`src/rtl/word_buffer_ctrl.sv`:
```
// Double-buffered letter-code controller: producer fills a back buffer, the front buffer swaps at a raster-safe point.
// Optional WORD_AUTO_COMMIT_EN: writing the last slot commits the word automatically.
module word_buffer_ctrl #(
    parameter int unsigned MAX_LEN     = 10,
    parameter int unsigned CODE_W      = 6,
    parameter int unsigned BLANK_CODE  = 63,
    parameter int unsigned SWAP_HCOUNT = 0,
    parameter int unsigned SWAP_VCOUNT = 720
) (
    input  logic              pixel_clk_in,
    input  logic              rst_n_in,
    input  logic [10:0]       hcount_in,
    input  logic [9:0]        vcount_in,
    input  logic [CODE_W-1:0] char_in,
    input  logic              char_valid_in,
    output logic              char_ready_out,
    input  logic              commit_in,
    output logic [CODE_W-1:0] word_out [MAX_LEN-1:0],
    output logic [3:0]        word_len_out,
    output logic              busy_out,
    output logic              swap_out,
    output logic              overflow_out
);

    localparam logic [3:0]        MaxLen = 4'(MAX_LEN);
    localparam logic [CODE_W-1:0] Blank  = CODE_W'(BLANK_CODE);
    localparam logic [10:0]       SwapH  = 11'(SWAP_HCOUNT);
    localparam logic [9:0]        SwapV  = 10'(SWAP_VCOUNT);

    typedef enum logic [0:0] {StFill, StPending} state_e;

    state_e            state_q, state_d;
    logic [3:0]        idx_q, idx_d;
    logic [3:0]        plen_q, plen_d;
    logic [3:0]        len_q, len_d;
    logic [CODE_W-1:0] front_q [MAX_LEN-1:0];
    logic [CODE_W-1:0] front_d [MAX_LEN-1:0];
    logic [CODE_W-1:0] back_q  [MAX_LEN-1:0];
    logic [CODE_W-1:0] back_d  [MAX_LEN-1:0];
    logic              swap_q, swap_d;
    logic              ovf_q, ovf_d;
    logic              commit;
    logic              match;

    assign match = (hcount_in == SwapH) && (vcount_in == SwapV);

    always_comb begin
        state_d = state_q;
        idx_d   = idx_q;
        plen_d  = plen_q;
        len_d   = len_q;
        front_d = front_q;
        back_d  = back_q;
        swap_d  = 1'b0;
        ovf_d   = ovf_q;
        commit  = 1'b0;
        unique case (state_q)
            StFill: begin
                commit = commit_in;
                if (char_valid_in) begin
                    if (idx_q < MaxLen) begin
                        back_d[idx_q] = char_in;
                        idx_d         = idx_q + 4'd1;
`ifdef WORD_AUTO_COMMIT_EN
                        if (idx_q == MaxLen - 4'd1) commit = 1'b1;
`endif
                    end else begin
`ifndef WORD_AUTO_COMMIT_EN
                        // Full buffer still consumes the char; it is dropped and flagged.
                        ovf_d = 1'b1;
`endif
                    end
                end
                // idx_d already counts a same-cycle char, so it joins the committed word.
                if (commit) begin
                    plen_d  = idx_d;
                    state_d = StPending;
                end
            end
            StPending: begin
                if (match) begin
                    front_d = back_q;
                    len_d   = plen_q;
                    for (int i = 0; i < MAX_LEN; i++) back_d[i] = Blank;
                    idx_d   = 4'd0;
                    swap_d  = 1'b1;
                    state_d = StFill;
                end
            end
            default: state_d = StFill;
        endcase
    end

    always_ff @(posedge pixel_clk_in or negedge rst_n_in) begin
        if (!rst_n_in) begin
            state_q <= StFill;
            idx_q   <= 4'd0;
            plen_q  <= 4'd0;
            len_q   <= 4'd0;
            swap_q  <= 1'b0;
            ovf_q   <= 1'b0;
            for (int i = 0; i < MAX_LEN; i++) begin
                front_q[i] <= Blank;
                back_q[i]  <= Blank;
            end
        end else begin
            state_q <= state_d;
            idx_q   <= idx_d;
            plen_q  <= plen_d;
            len_q   <= len_d;
            swap_q  <= swap_d;
            ovf_q   <= ovf_d;
            front_q <= front_d;
            back_q  <= back_d;
        end
    end

    assign char_ready_out = (state_q == StFill);
    assign busy_out       = (state_q == StPending);
    assign swap_out       = swap_q;
    assign overflow_out   = ovf_q;
    assign word_len_out   = len_q;
    assign word_out       = front_q;

endmodule

```
`config.mk`:
```
export PLATFORM = sky130hd
export DESIGN_NAME = word_buffer_ctrl
export DESIGN_NICKNAME = d
export VERILOG_FILES = /design/src/rtl/word_buffer_ctrl.sv
export SDC_FILE = /design/constraint.sdc
export NUM_CORES = 1
export LEC_CHECK = 0
export CAP_MARGIN = 10
export CORE_MARGIN = 5
export CORE_UTILIZATION = 30
export CTS_CLUSTER_SIZE = 8
export DETAILED_ROUTE_END_ITERATION = 16
export PLACE_DENSITY_LB_ADDON = 0.2
export SETUP_SLACK_MARGIN = 0.15
export SLEW_MARGIN = 20
export SYNTH_ARGS = -nofsm -noshare
export SYNTH_HDL_FRONTEND = slang
export SYNTH_SLANG_ARGS = --single-unit
```
`constraint.sdc`:
```
create_clock -name pixel_clk_in -period 2.09 [get_ports pixel_clk_in]
set_input_delay 0.418 -clock pixel_clk_in [delete_from_list [all_inputs] [get_ports pixel_clk_in]]
set_output_delay 0.418 -clock pixel_clk_in [all_outputs]
set_load 0.01 [all_outputs]
```
# After elaboration in Yosys (flattened, before gate mapping)
# Cells that the tools add are included.
# word_totals
input_bits	31
regBits	135
word_cells	59
output_inout_bits	68
# classes
eq_ne	4
bitwise	2
n_addsub	1
reduce_logical	7
mux	16
magnitude_cmp	3
# ops
operator	count
60-bit 2-to-1 mux	3
60-bit case mux with 2 select lines	1
60-bit bitwise mux	1
6-bit demux with 4-bit select	1
4-bit 2-to-1 mux	3
11-bit zero test	1
10-bit equality test, second input constant	1
4-bit case mux with 2 select lines	1
6-bit 2-to-1 mux	1
3-bit AND reduction	2
4-bit by 5-bit less-than comparator with 1-bit output, second input constant	1
4-bit by 1-bit adder with 4-bit output, second input constant	1
4-bit by 1-bit >= comparator with 1-bit output, second input constant	1
4-bit less-than comparator, second input constant	1
1-bit 2-to-1 mux	4
2-bit by 1-bit inequality test with 1-bit output, second input constant	2
2-bit AND reduction	2
1-bit logical AND	2
2-bit inequality test, second input constant	1
1-bit inverter	2
1-bit case mux with 2 select lines	1

# Depth between registers and ports, before layout
# Gate-level depths: netlist of run 1.
# logic_depth
ltp_word	8
ltp_mapped	7

# Least setup slack after synthesis of run 1
# OpenSTA, ideal clock, no wires.
# synth_timing
path_type	input to register
start	in hcount_in[1]
end	reg len_q[0], in the netlist word_len_out[0]
setup_ns	0.125
slack_ns	0.127
t_arrival_ns	1.838
path_buffers	2
stages	6
path_cell_list	nor4_2 > and4_1 > or3b_1 > buf_4 > buf_6 > mux2_4
# synth_between
elab_chain_cells	3
# synth_rtl
item	line_no	rtl
start: declaration	12	input logic [10:0] hcount_in,
11-bit zero test	45	assign match = (hcount_in == SwapH) && (vcount_in == SwapV);
1-bit logical AND	45	
2-bit AND reduction (no line)	n/a	
end signal: assignment	110	len_q <= len_d;
end: declaration	35	logic [3:0] len_q, len_d;
# No other way between the ends.
# A chain may end at the register's enable or synchronous reset.

# Final worst setup path of run 1
# layout_timing
start	reg front_q (netlist bit word_out[43])
end	out word_out[43] (netlist name)
# layout_lines
item	line_no	rtl
start: declaration	36	logic [CODE_W-1:0] front_q [MAX_LEN-1:0];
start signal: indexed assignment	103	front_q[i] <= Blank;
start signal: assignment	113	front_q <= front_d;
end: declaration	18	output logic [CODE_W-1:0] word_out [MAX_LEN-1:0],
# No word-level cell between the ends.

==> flow_metrics.py, run 1 <==
metrics = {
    "worst_setup_path": {
        "cp_max_fo": 2,
        "start_kind": "register",
        "cp-endpoint": "word_out[43]",
        "arrival_ns": 1.49,
        "worstPathCellList": "clkdlybuf4s50_1",
        "r2r_slack_ns": 0.23,
        "cpMaxStageDelayCell": "clkdlybuf4s50_1",
        "critical_path.max_stage_delay_ns": 0.54,
        "timing.critical_path.to_type": "primary output",
        "reg2reg_depth": 6,
        "cp_top_family": "buffers and inverters",
        "crit_cells": 1,
        "r2r_end": "word_out[18]",
        "path_class": "reg2out",
        "crit_start": "word_out[43]",
        "cp.required_ns": 1.67,
        "path_buf_inv": 1,
        "reg2reg_from": "busy_out",
    },
    "detailed_routing": {
        "routedWlPerCell_um": 17.61,
        "wl_um": 15220,
        "vias": 4028,
        "dr.pass1.iters": 4,
        "via_per_inst": 4.662,
        "drt_iter0_drc": 205,
        "drcViolationCount": 0,
        "drtAntennaViolNets": 0,
    },
    "sta": {
        "relSlewSlack": 0.3626,
        "setup_violations": 0,
        "final_max_slew_viol_count": 0,
        "min_period_ns": 1.904,
        "skew_ns": 0.01136,
        "fin_crit_sh": 0.9111,
        "grt_setup_unrepaired": "yes",
        "fin_setup_tns_ns": 0,
        "finalHoldViolations": 0,
        "worst_pin_slew_ns": 0.9526,
        "worst_slack_ns": 0.1859,
        "max_freq_mhz": 525.2,
    },
    "grt": {
        "grt_pass1_vias": 4190,
        "overflow": 0,
        "gr-usage-all-layers": 0.1388,
        "grt_max_degree": 80,
        "antenna_found_initial": 0,
        "grt_pass1_wl_um": 23990,
    },
    "clock_network": {
        "cts_buffers": 17,
        "clkSinkCount": 135,
        "clk_pin_slew_ns": 0.06,
        "cts_tree": "done",
        "clk_latency_ns": 0.42,
        "h-tree-depth": 4,
        "ctsLongestPathBuffers": 2,
        "cts-root-buf": "clkbuf_16",
        "postCtsHoldBufs": 0,
    },
    "cells_and_area": {
        "utilization": 0.4416,
        "layout_commonest_cell": "dfstp_2",
        "drive_gt1_frac": 0.5259,
        "fillers": 1750,
        "n_antenna_cell": 0,
        "layout.nets": 621,
        "stdcell_count": 864,
        "multi_input_comb_area_um2": 2344,
        "layout_common_cells": "dfstp_2 (120), nor2_1 (70), mux2_4 (64)",
        "syn2layout_area_growth_pct": 45.07,
        "seq_area_um2": 3528,
    },
    "min_path": {
        "hold_path.class": "in2async",
    },
    "yosys": {
        "synth_seq_cells": 135,
        "yosysWarnings": 0,
        "synth-seq-area-share": 0.5956,
        "syn_area_per_cell_um2": 13.34,
        "syn-num-nets": 479,
        "syn_inst": 444,
        "yosysUniqueCellTypes": 40,
        "synth_top_flop_cell": "dfstp_2",
        "netlist_area_um2": 5924,
        "ys_async_sr_fraction": 1.000,
        "synth_edf_count": 0,
    },
    "die": {
        "core_area_um2": 19460,
        "dieArea_um2": 22660,
        "die_h_um": 150.5,
        "ios": 99,
        "die_x_um": 150.5,
        "row_count": 51,
        "initial_core_util": 0.3044,
    },
    "placed_design": {
        "dp_slack_ns": -0.4313,
        "placed_cells_incl_taps": 808,
        "gp_congestion": 0.7854,
        "port_buffers": 98,
        "dpl.hpwl_um": 9407,
    },
    "outcome": {
        "outcome": "complete, no violations",
    },
    "power_and_ir_drop": {
        "p_leak_nw": 4.282,
        "p_per_area_nw_per_um2": 699.5,
        "ir_worst_vdd_v": 0.0004903,
    },
    "job": {
        "maxCapViolCount": 0,
    },
}
==> power by group <==
| part | internal [mW] | switching [mW] |
|---|---|---|
| Combinational | 0.0728 | 0.0945 |
| Clock | 2.05 | 1.13 |
| Sequential | 2.65 | 0.0120 |
==> area by class of cell <==
class | instances | share of cell area
Clock buffer | 19 | 0.05270
Tap cell | 265 | 0.03858
Inverter | 5 | 0.002184
Sequential cell | 135 | 0.4105
Multi-Input combinational cell | 275 | 0.2727
Timing Repair Buffer | 152 | 0.2026
Clock inverter | 13 | 0.02067
==> stage by stage <==
step	hold slack [ns]	power [mW]	area [um2]
CTS	0.1670	6.081	8522
detailed placement	0.4860	2.880	7366
global placement	0.4722	2.877	7366
global route	0.2017	6.214	8594
floorplan	0.1224	2.732	5944
finish	0.1641	6.012	8594
==> layer usage <==
| layer | vias up | routed length [um] | track usage |
|---|---|---|---|
| met2 | 104 | 7198 | 0.2142 |
| met5 | - | 0 | 0 |
| li1 | 1892 | - | - |
| met4 | 0 | 247 | 0.04254 |
| met3 | 20 | 820 | 0.04606 |
| met1 | 2012 | 6953 | 0.1854 |
==> registers in the layout (all words and copies together) (netlist names) <==
register / count
back_q: 60
busy_out: 1
idx_q: 4
overflow_out: 1
plen_q: 4
swap_out: 1
word_len_out: 4
word_out: 60
==> worst min path at each step <==
stage	slack, ns	to	startpoint
after CTS	0.17	word_out[33]	rst_n_in
after global placement	0.47	plen_q[0]	plen_q[0]
final	0.16	word_out[34]	rst_n_in
after detailed placement	0.49	plen_q[2]	plen_q[2]
after floorplan	0.12	busy_out	rst_n_in
after global routing	0.20	word_out[33]	rst_n_in
==> cell families (layout without fill, tap and decap cells) <==
group,count (synthesis),in the layout,synth area share
flip-flops,135,135,0.5956
AND/OR/NAND/NOR,111,111,0.08596
AO/OA/AOI/OAI,94,94,0.1058
multiplexers,65,65,0.1639
buffers and inverters,34,189,0.03886
adder cells (fa/ha/maj),4,4,0.008448
XOR/XNOR,1,1,0.001479
==> timing repair <==
item / in CTS / in global routing
setup endpoints to repair: 88 / 142
pin swaps: 8 / 14
cloned: 9 / 0
setup buffers: 15 / 0
gates resized for setup: 66 / 58
==> cells in the mapped netlist, types with 6 or more instances <==
cell / number / area (um2)
dfrtp_1: 15 / 375.4
o21ai_0: 6 / 30.03
a22oi_1: 42 / 315.3
nor2_1: 71 / 266.5
a21oi_1: 19 / 95.09
clkbuf_1: 13 / 48.80
dfstp_2: 120 / 3153
o22ai_1: 15 / 93.84
o32ai_1: 6 / 52.55
mux2_4: 64 / 960.9
nand2_1: 12 / 45.04
buf_6: 13 / 146.4
No activity file was read; power rests on OpenSTA's default activity.
==> inputs of run 2 (changes only) <==
--- a/config.mk
+++ b/config.mk
@@ -5,7 +5,7 @@
 export SDC_FILE = /design/constraint.sdc
 export NUM_CORES = 1
 export LEC_CHECK = 0
-export CAP_MARGIN = 10
+export CAP_MARGIN = 20
 export CORE_MARGIN = 5
 export CORE_UTILIZATION = 30
 export CTS_CLUSTER_SIZE = 8
==> results of run 2 <==
Same layout as run 1: the final DEF is identical, and so are final timing and power.
